==> src/rtl/ex_muldiv_unit.sv <==
// RV32M multiply/divide execute unit.
// Iterative shift-add multiply and restoring divide, 32 cycles per op.
module ex_muldiv_unit #(
    parameter logic [5:0] ID_MUL    = 6'd37,
    parameter logic [5:0] ID_MULH   = 6'd38,
    parameter logic [5:0] ID_MULHSU = 6'd39,
    parameter logic [5:0] ID_MULHU  = 6'd40,
    parameter logic [5:0] ID_DIV    = 6'd41,
    parameter logic [5:0] ID_DIVU   = 6'd42,
    parameter logic [5:0] ID_REM    = 6'd43,
    parameter logic [5:0] ID_REMU   = 6'd44
) (
    input  logic        clk,
    input  logic        rst,
    input  logic [5:0]  instr_id_in,
    input  logic [31:0] rs1_value_in,
    input  logic [31:0] rs2_value_in,
    input  logic [4:0]  rd_addr_in,
    input  logic        flush,
    output logic        stall_req,
    output logic        result_valid,
    output logic [31:0] result,
    output logic [4:0]  rd_addr_out
);

    typedef enum logic [1:0] {IDLE, CALC, DONE} state_t;
    typedef enum logic [2:0] {
        OP_MUL, OP_MULH, OP_MULHSU, OP_MULHU,
        OP_DIV, OP_DIVU, OP_REM, OP_REMU
    } op_t;

    state_t      state_q;
    op_t         op_q;
    logic [5:0]  cnt_q;
    logic [63:0] acc_q;
    logic [31:0] opnd_q;
    logic        neg_q;
    logic [31:0] result_q;
    logic [4:0]  rd_q;

    logic        op_valid;
    op_t         op_dec;
    logic        sgn1, sgn2, neg_dec, div0, ovf, fast;
    logic [31:0] mag1, mag2, fast_res;
    logic [32:0] mul_sum, div_sh, div_diff;
    logic        div_ge;
    logic [63:0] acc_d, prod_s;
    logic [31:0] q_s, r_s, final_d;

    // Decode the incoming instr_id into an op.
    always_comb begin
        op_valid = 1'b1;
        op_dec   = OP_MUL;
        case (instr_id_in)
            ID_MUL:    op_dec = OP_MUL;
            ID_MULH:   op_dec = OP_MULH;
            ID_MULHSU: op_dec = OP_MULHSU;
            ID_MULHU:  op_dec = OP_MULHU;
            ID_DIV:    op_dec = OP_DIV;
            ID_DIVU:   op_dec = OP_DIVU;
            ID_REM:    op_dec = OP_REM;
            ID_REMU:   op_dec = OP_REMU;
            default:   op_valid = 1'b0;
        endcase
    end

    // Operand magnitudes, result sign and fast-path detection at accept.
    always_comb begin
        sgn1 = rs1_value_in[31] & (op_dec == OP_MULH || op_dec == OP_MULHSU
                                || op_dec == OP_DIV || op_dec == OP_REM);
        sgn2 = rs2_value_in[31] & (op_dec == OP_MULH || op_dec == OP_DIV
                                || op_dec == OP_REM);
        mag1 = sgn1 ? -rs1_value_in : rs1_value_in;
        mag2 = sgn2 ? -rs2_value_in : rs2_value_in;
        // Remainder follows the dividend; everything else is the sign product.
        neg_dec = (op_dec == OP_REM) ? sgn1 : (sgn1 ^ sgn2);
        div0 = op_dec[2] && (rs2_value_in == 32'h0);
        ovf  = (op_dec == OP_DIV || op_dec == OP_REM)
            && (rs1_value_in == 32'h8000_0000)
            && (rs2_value_in == 32'hFFFF_FFFF);
        fast = div0 | ovf;
        if (div0)
            fast_res = (op_dec == OP_DIV || op_dec == OP_DIVU)
                     ? 32'hFFFF_FFFF : rs1_value_in;
        else
            fast_res = (op_dec == OP_DIV) ? 32'h8000_0000 : 32'h0;
    end

    // One iteration step plus sign correction for the final cycle.
    always_comb begin
        mul_sum  = {1'b0, acc_q[63:32]}
                 + (acc_q[0] ? {1'b0, opnd_q} : 33'h0);
        div_sh   = {acc_q[63:32], acc_q[31]};
        div_diff = div_sh - {1'b0, opnd_q};
        div_ge   = ~div_diff[32];
        if (op_q[2])
            acc_d = {div_ge ? div_diff[31:0] : div_sh[31:0],
                     acc_q[30:0], div_ge};
        else
            acc_d = {mul_sum, acc_q[31:1]};
        prod_s = neg_q ? -acc_d : acc_d;
        q_s    = neg_q ? -acc_d[31:0] : acc_d[31:0];
        r_s    = neg_q ? -acc_d[63:32] : acc_d[63:32];
        case (op_q)
            OP_MUL:               final_d = prod_s[31:0];
            OP_MULH, OP_MULHSU,
            OP_MULHU:             final_d = prod_s[63:32];
            OP_DIV, OP_DIVU:      final_d = q_s;
            OP_REM, OP_REMU:      final_d = r_s;
            default:              final_d = 32'h0;
        endcase
    end

    // Control FSM and datapath registers.
    always_ff @(posedge clk or posedge rst) begin
        if (rst) begin
            state_q  <= IDLE;
            op_q     <= OP_MUL;
            cnt_q    <= 6'd0;
            acc_q    <= 64'h0;
            opnd_q   <= 32'h0;
            neg_q    <= 1'b0;
            result_q <= 32'h0;
            rd_q     <= 5'd0;
        end else begin
            case (state_q)
                IDLE: begin
                    if (op_valid && !flush) begin
                        op_q   <= op_dec;
                        neg_q  <= neg_dec;
                        rd_q   <= rd_addr_in;
                        cnt_q  <= 6'd0;
                        acc_q  <= {32'h0, op_dec[2] ? mag1 : mag2};
                        opnd_q <= op_dec[2] ? mag2 : mag1;
                        if (fast) begin
                            result_q <= fast_res;
                            state_q  <= DONE;
                        end else begin
                            state_q <= CALC;
                        end
                    end
                end
                CALC: begin
                    if (flush) begin
                        cnt_q   <= 6'd0;
                        state_q <= IDLE;
                    end else if (cnt_q == 6'd31) begin
                        acc_q    <= acc_d;
                        cnt_q    <= 6'd0;
                        result_q <= final_d;
                        state_q  <= DONE;
                    end else begin
                        acc_q <= acc_d;
                        cnt_q <= cnt_q + 6'd1;
                    end
                end
                default: state_q <= IDLE;
            endcase
        end
    end

    // Handshake outputs; reset masks the stall even with an op waiting.
    always_comb begin
        stall_req = ~rst & (((state_q == IDLE) & op_valid & ~flush)
                          | (state_q == CALC));
        result_valid = (state_q == DONE) & ~flush;
        result       = result_q;
        rd_addr_out  = rd_q;
    end

endmodule

==> config.mk <==
export PLATFORM = sky130hd
export DESIGN_NAME = ex_muldiv_unit
export DESIGN_NICKNAME = d
export VERILOG_FILES = /design/src/rtl/ex_muldiv_unit.sv
export SDC_FILE = /design/constraint.sdc
export NUM_CORES = 1
export LEC_CHECK = 0
export ABC_AREA = 1
export CAP_MARGIN = 30
export CORE_UTILIZATION = 45
export CTS_BUF_LIST = sky130_fd_sc_hd__clkbuf_4 sky130_fd_sc_hd__clkbuf_8 sky130_fd_sc_hd__clkbuf_16
export CTS_CLUSTER_SIZE = 24
export DETAILED_ROUTE_END_ITERATION = 16
export PLACE_DENSITY = 0.66
export SLEW_MARGIN = 10
export SYNTH_ARGS = -nofsm -noshare
export SYNTH_HDL_FRONTEND = slang
export SYNTH_SLANG_ARGS = --single-unit
==> constraint.sdc <==
create_clock -name clk -period 5.35 [get_ports clk]
set_input_delay 1.3375 -clock clk [delete_from_list [all_inputs] [get_ports clk]]
set_output_delay 1.3375 -clock clk [all_outputs]
set_load 0.02 [all_outputs]
==> results.json <==
{
  "pre_cts_ws_ns": 0.129,
  "finalHoldViolations": 0,
  "overflow": 0,
  "wl_met1_mm": 33.4,
  "final_common_cell": "nand2_1",
  "drc": 0,
  "hold_path.class": "reg2reg",
  "cts_buffers": 17,
  "drv_slew": 0,
  "power.switching_uw": 7720,
  "rr_worst_depth": 34,
  "cp.arrival_ns": 5.37,
  "ios": 117,
  "htreeDepth": 4,
  "drive_gt1_frac": 0.103,
  "critPathMaxFanout": 7,
  "nFillCells": 4090,
  "postRouteAntennaNets": 0,
  "coreArea_um2": 39000,
  "dieArea_um2": 40800,
  "slowest_delay_ns": 0.39,
  "wirelength_mm": 85.5,
  "hpwl_mm": 69.7,
  "critPathCapture": "result[0]",
  "die_w_um": 202,
  "r2r-start": "acc_q[31]",
  "cts_tree": "built",
  "post-route-min-period_ns": 5.01,
  "drt-pass1-iter-count": 6,
  "synth_flop_cell": "dfrtp_1",
  "async_reset_ff_frac": 1.00,
  "finalCritPeriodShare": 0.936,
  "grt_pass1_wl_mm": 128,
  "power.share.clock": 0.097,
  "yosysUniqueCellTypes": 64,
  "clock_sinks": 145,
  "postCtsSetupBuffers": 0,
  "initialDrtViolationCount": 2468,
  "clk_latency_ns": 0.47,
  "max-cap-violations": 0,
  "cts_buffer_depth": 2,
  "vias": 21300,
  "diodes": 0,
  "critPathLaunch": "acc_q[31]",
  "routedWlPerCell_um": 23.3,
  "max-slew-margin-rel": 0.230,
  "grt_max_degree": 93,
  "viasPerCell": 5.82,
  "groute.usage.overall": 0.422,
  "dr_wl_met2_mm": 37.2,
  "end_kind": "flip-flop",
  "multi_input_area_um2": 12200,
  "fp.dieH_um": 202,
  "wl_met3_mm": 7.90,
  "final_core_util": 0.526,
  "max_freq_mhz": 200,
  "comb_power_share": 0.745,
  "synth.ff_latch_count": 145,
  "placementRows": 72,
  "nets": 3288,
  "ir_worst_vdd_v": 0.000359,
  "post_synth.cell_area_avg_um2": 5.95,
  "seq_area_um2": 3630,
  "synth_cells": 3025,
  "p_int_uw": 5170,
  "syn-num-nets": 3175,
  "skew_ns": 0.0136,
  "crit_path_top_delay_cell": "dfrtp_1",
  "root_buffer": "clkbuf_16",
  "gp_congestion": 1.05,
  "worstPathRequired_ns": 5.71,
  "tightest_slew_ns": 1.14,
  "timing.rr.end": "result[0]",
  "setup_violations": 0,
  "seqPwrFrac": 0.158,
  "initial_utilization": 0.461,
  "outcome": "finished, final reports clean",
  "yosysWarnings": 0,
  "p_total_uw": 12900,
  "p_leak_uw": 0.0104,
  "start_kind": "flip-flop",
  "path_clk_slew_ns": 0.07,
  "areaGrowthSynthToFinish_pct": 13.9,
  "synth-seq-area-share": 0.202,
  "layout_setup_ws_ns": 0.342,
  "layout_common_cells": "nand2_1 (918), inv_1 (416), nor2_1 (315)",
  "path_class": "reg2reg",
  "synth_area_um2": 18000,
  "p_per_area_nw_per_um2": 629,
  "antenna_found_initial": 0,
  "synth_edf_count": 0,
  "portBuffers": 116,
  "dr.max_layer_used": "met4",
  "regToRegSetupSlack_ns": 0.34,
  "first_global_vias": 20600,
  "path_common_cell": "nand2_1",
  "p_sw_frac": 0.599
}
==> cells in the mapped netlist (10+ instances only) <==
master | number | area [µm²]
nand3b_1 | 12 | 90.1
or2_2 | 32 | 200
nand2_4 | 14 | 158
nor2_1 | 320 | 1200
o21a_1 | 17 | 128
nor2_4 | 14 | 158
o21bai_1 | 10 | 75.1
o22ai_1 | 18 | 113
a21boi_1 | 16 | 120
clkbuf_1 | 46 | 173
inv_1 | 417 | 1570
nand4_1 | 40 | 250
nor2_2 | 27 | 169
buf_4 | 13 | 97.6
buf_2 | 16 | 80.1
o211ai_1 | 24 | 180
nor3_1 | 28 | 140
ha_1 | 70 | 876
nand2_2 | 45 | 282
o21ai_0 | 156 | 781
buf_6 | 10 | 113
nand2_1 | 918 | 3450
a21oi_2 | 10 | 87.6
xnor2_1 | 17 | 149
nand3_2 | 16 | 160
xor2_1 | 78 | 683
o221ai_1 | 37 | 324
inv_2 | 29 | 109
dfrtp_1 | 145 | 3630
o21ai_1 | 25 | 125
a21oi_1 | 137 | 686
nand3_1 | 181 | 906
==> cells by family (layout without fill, tap and decap cells) <==
logic type / after synthesis / after routing / share of synthesized area
adders and majority gates: 72 / 72 / 0.0509
buffers and inverters: 546 / 672 / 0.123
and+or+nand+nor: 1668 / 1668 / 0.408
DFF: 145 / 145 / 0.202
AOI/OAI and AO/OA: 499 / 499 / 0.170
xor gates and xnor gates: 95 / 95 / 0.0462
==> how the worst min path moves through the flow <==
stage | from | end | slack, ns | cells after the start
6_report | rd_addr_out[4] | rd_addr_out[4] | 0.48 | 2
4_1_cts | rd_addr_out[4] | rd_addr_out[4] | 0.48 | 2
3_5_place_dp | rd_addr_out[4] | rd_addr_out[4] | 0.46 | 2
2_1_floorplan | op_q[0] | op_q[0] | 0.44 | 2
5_1_grt | rd_addr_out[3] | rd_addr_out[3] | 0.51 | 2
3_3_place_gp | rd_addr_out[4] | rd_addr_out[4] | 0.45 | 2
==> layout make-up <==
type	instances	area share
repair buffers	187	0.0843
clock buffers	19	0.0215
multi-input cells	2334	0.595
inverters	453	0.0833
well taps	518	0.0316
flip-flops and latches	145	0.177
clock inverters	13	0.00732
==> routing by layer <==
| layer | global-route usage | vias up |
|---|---|---|
| met3 | 0.0950 | 292 |
| li1 | - | 9935 |
| met1 | 0.513 | 9882 |
| met4 | 0.302 | 0 |
| met5 | 0 | - |
| met2 | 0.657 | 1237 |
==> flip-flops by register name, indices dropped and copies added (netlist names) <==
signal       cells
acc_q           64
cnt_q            6
neg_q            1
op_q             3
opnd_q          32
rd_addr_out      5
result          32
state_q          2
==> worst max-delay path: cells and delay by family, from the launching register on <==
kind | cells | cell delay, ns
simple gates | 21 | 2.35
compound gates | 5 | 0.82
fa+ha+maj | 3 | 0.78
buf+inv | 5 | 0.54
flops | 1 | 0.39
==> repair_timing <==
item	in CTS	in global routing
endpoints found under the setup margin	0	14
resized for setup	0	9
hold buffers	0	0
==> metrics by stage <==
step | area [µm²] | setup TNS (ns) | hold WS (ns) | cells
after floorplan | 18000 | 0 | 0.437 | 3025
after global placement | 19900 | 0 | 0.455 | 3635
after detailed placement | 19900 | 0 | 0.461 | 3635
after CTS | 20400 | 0 | 0.477 | 3667
after global routing | 20500 | -0.00838 | 0.513 | 3669
final | 20500 | 0 | 0.476 | 3669
==> power groups by stage <==
stage,Clock (µW),Sequential (µW),Combinational (µW)
final,1250,2030,9610
after global placement,0,2020,9180
after CTS,1250,2010,9310
after global routing,1300,2060,10300
after detailed placement,0,2010,9250
after floorplan,0,1960,6010
(Power assumes the default switching activity.)
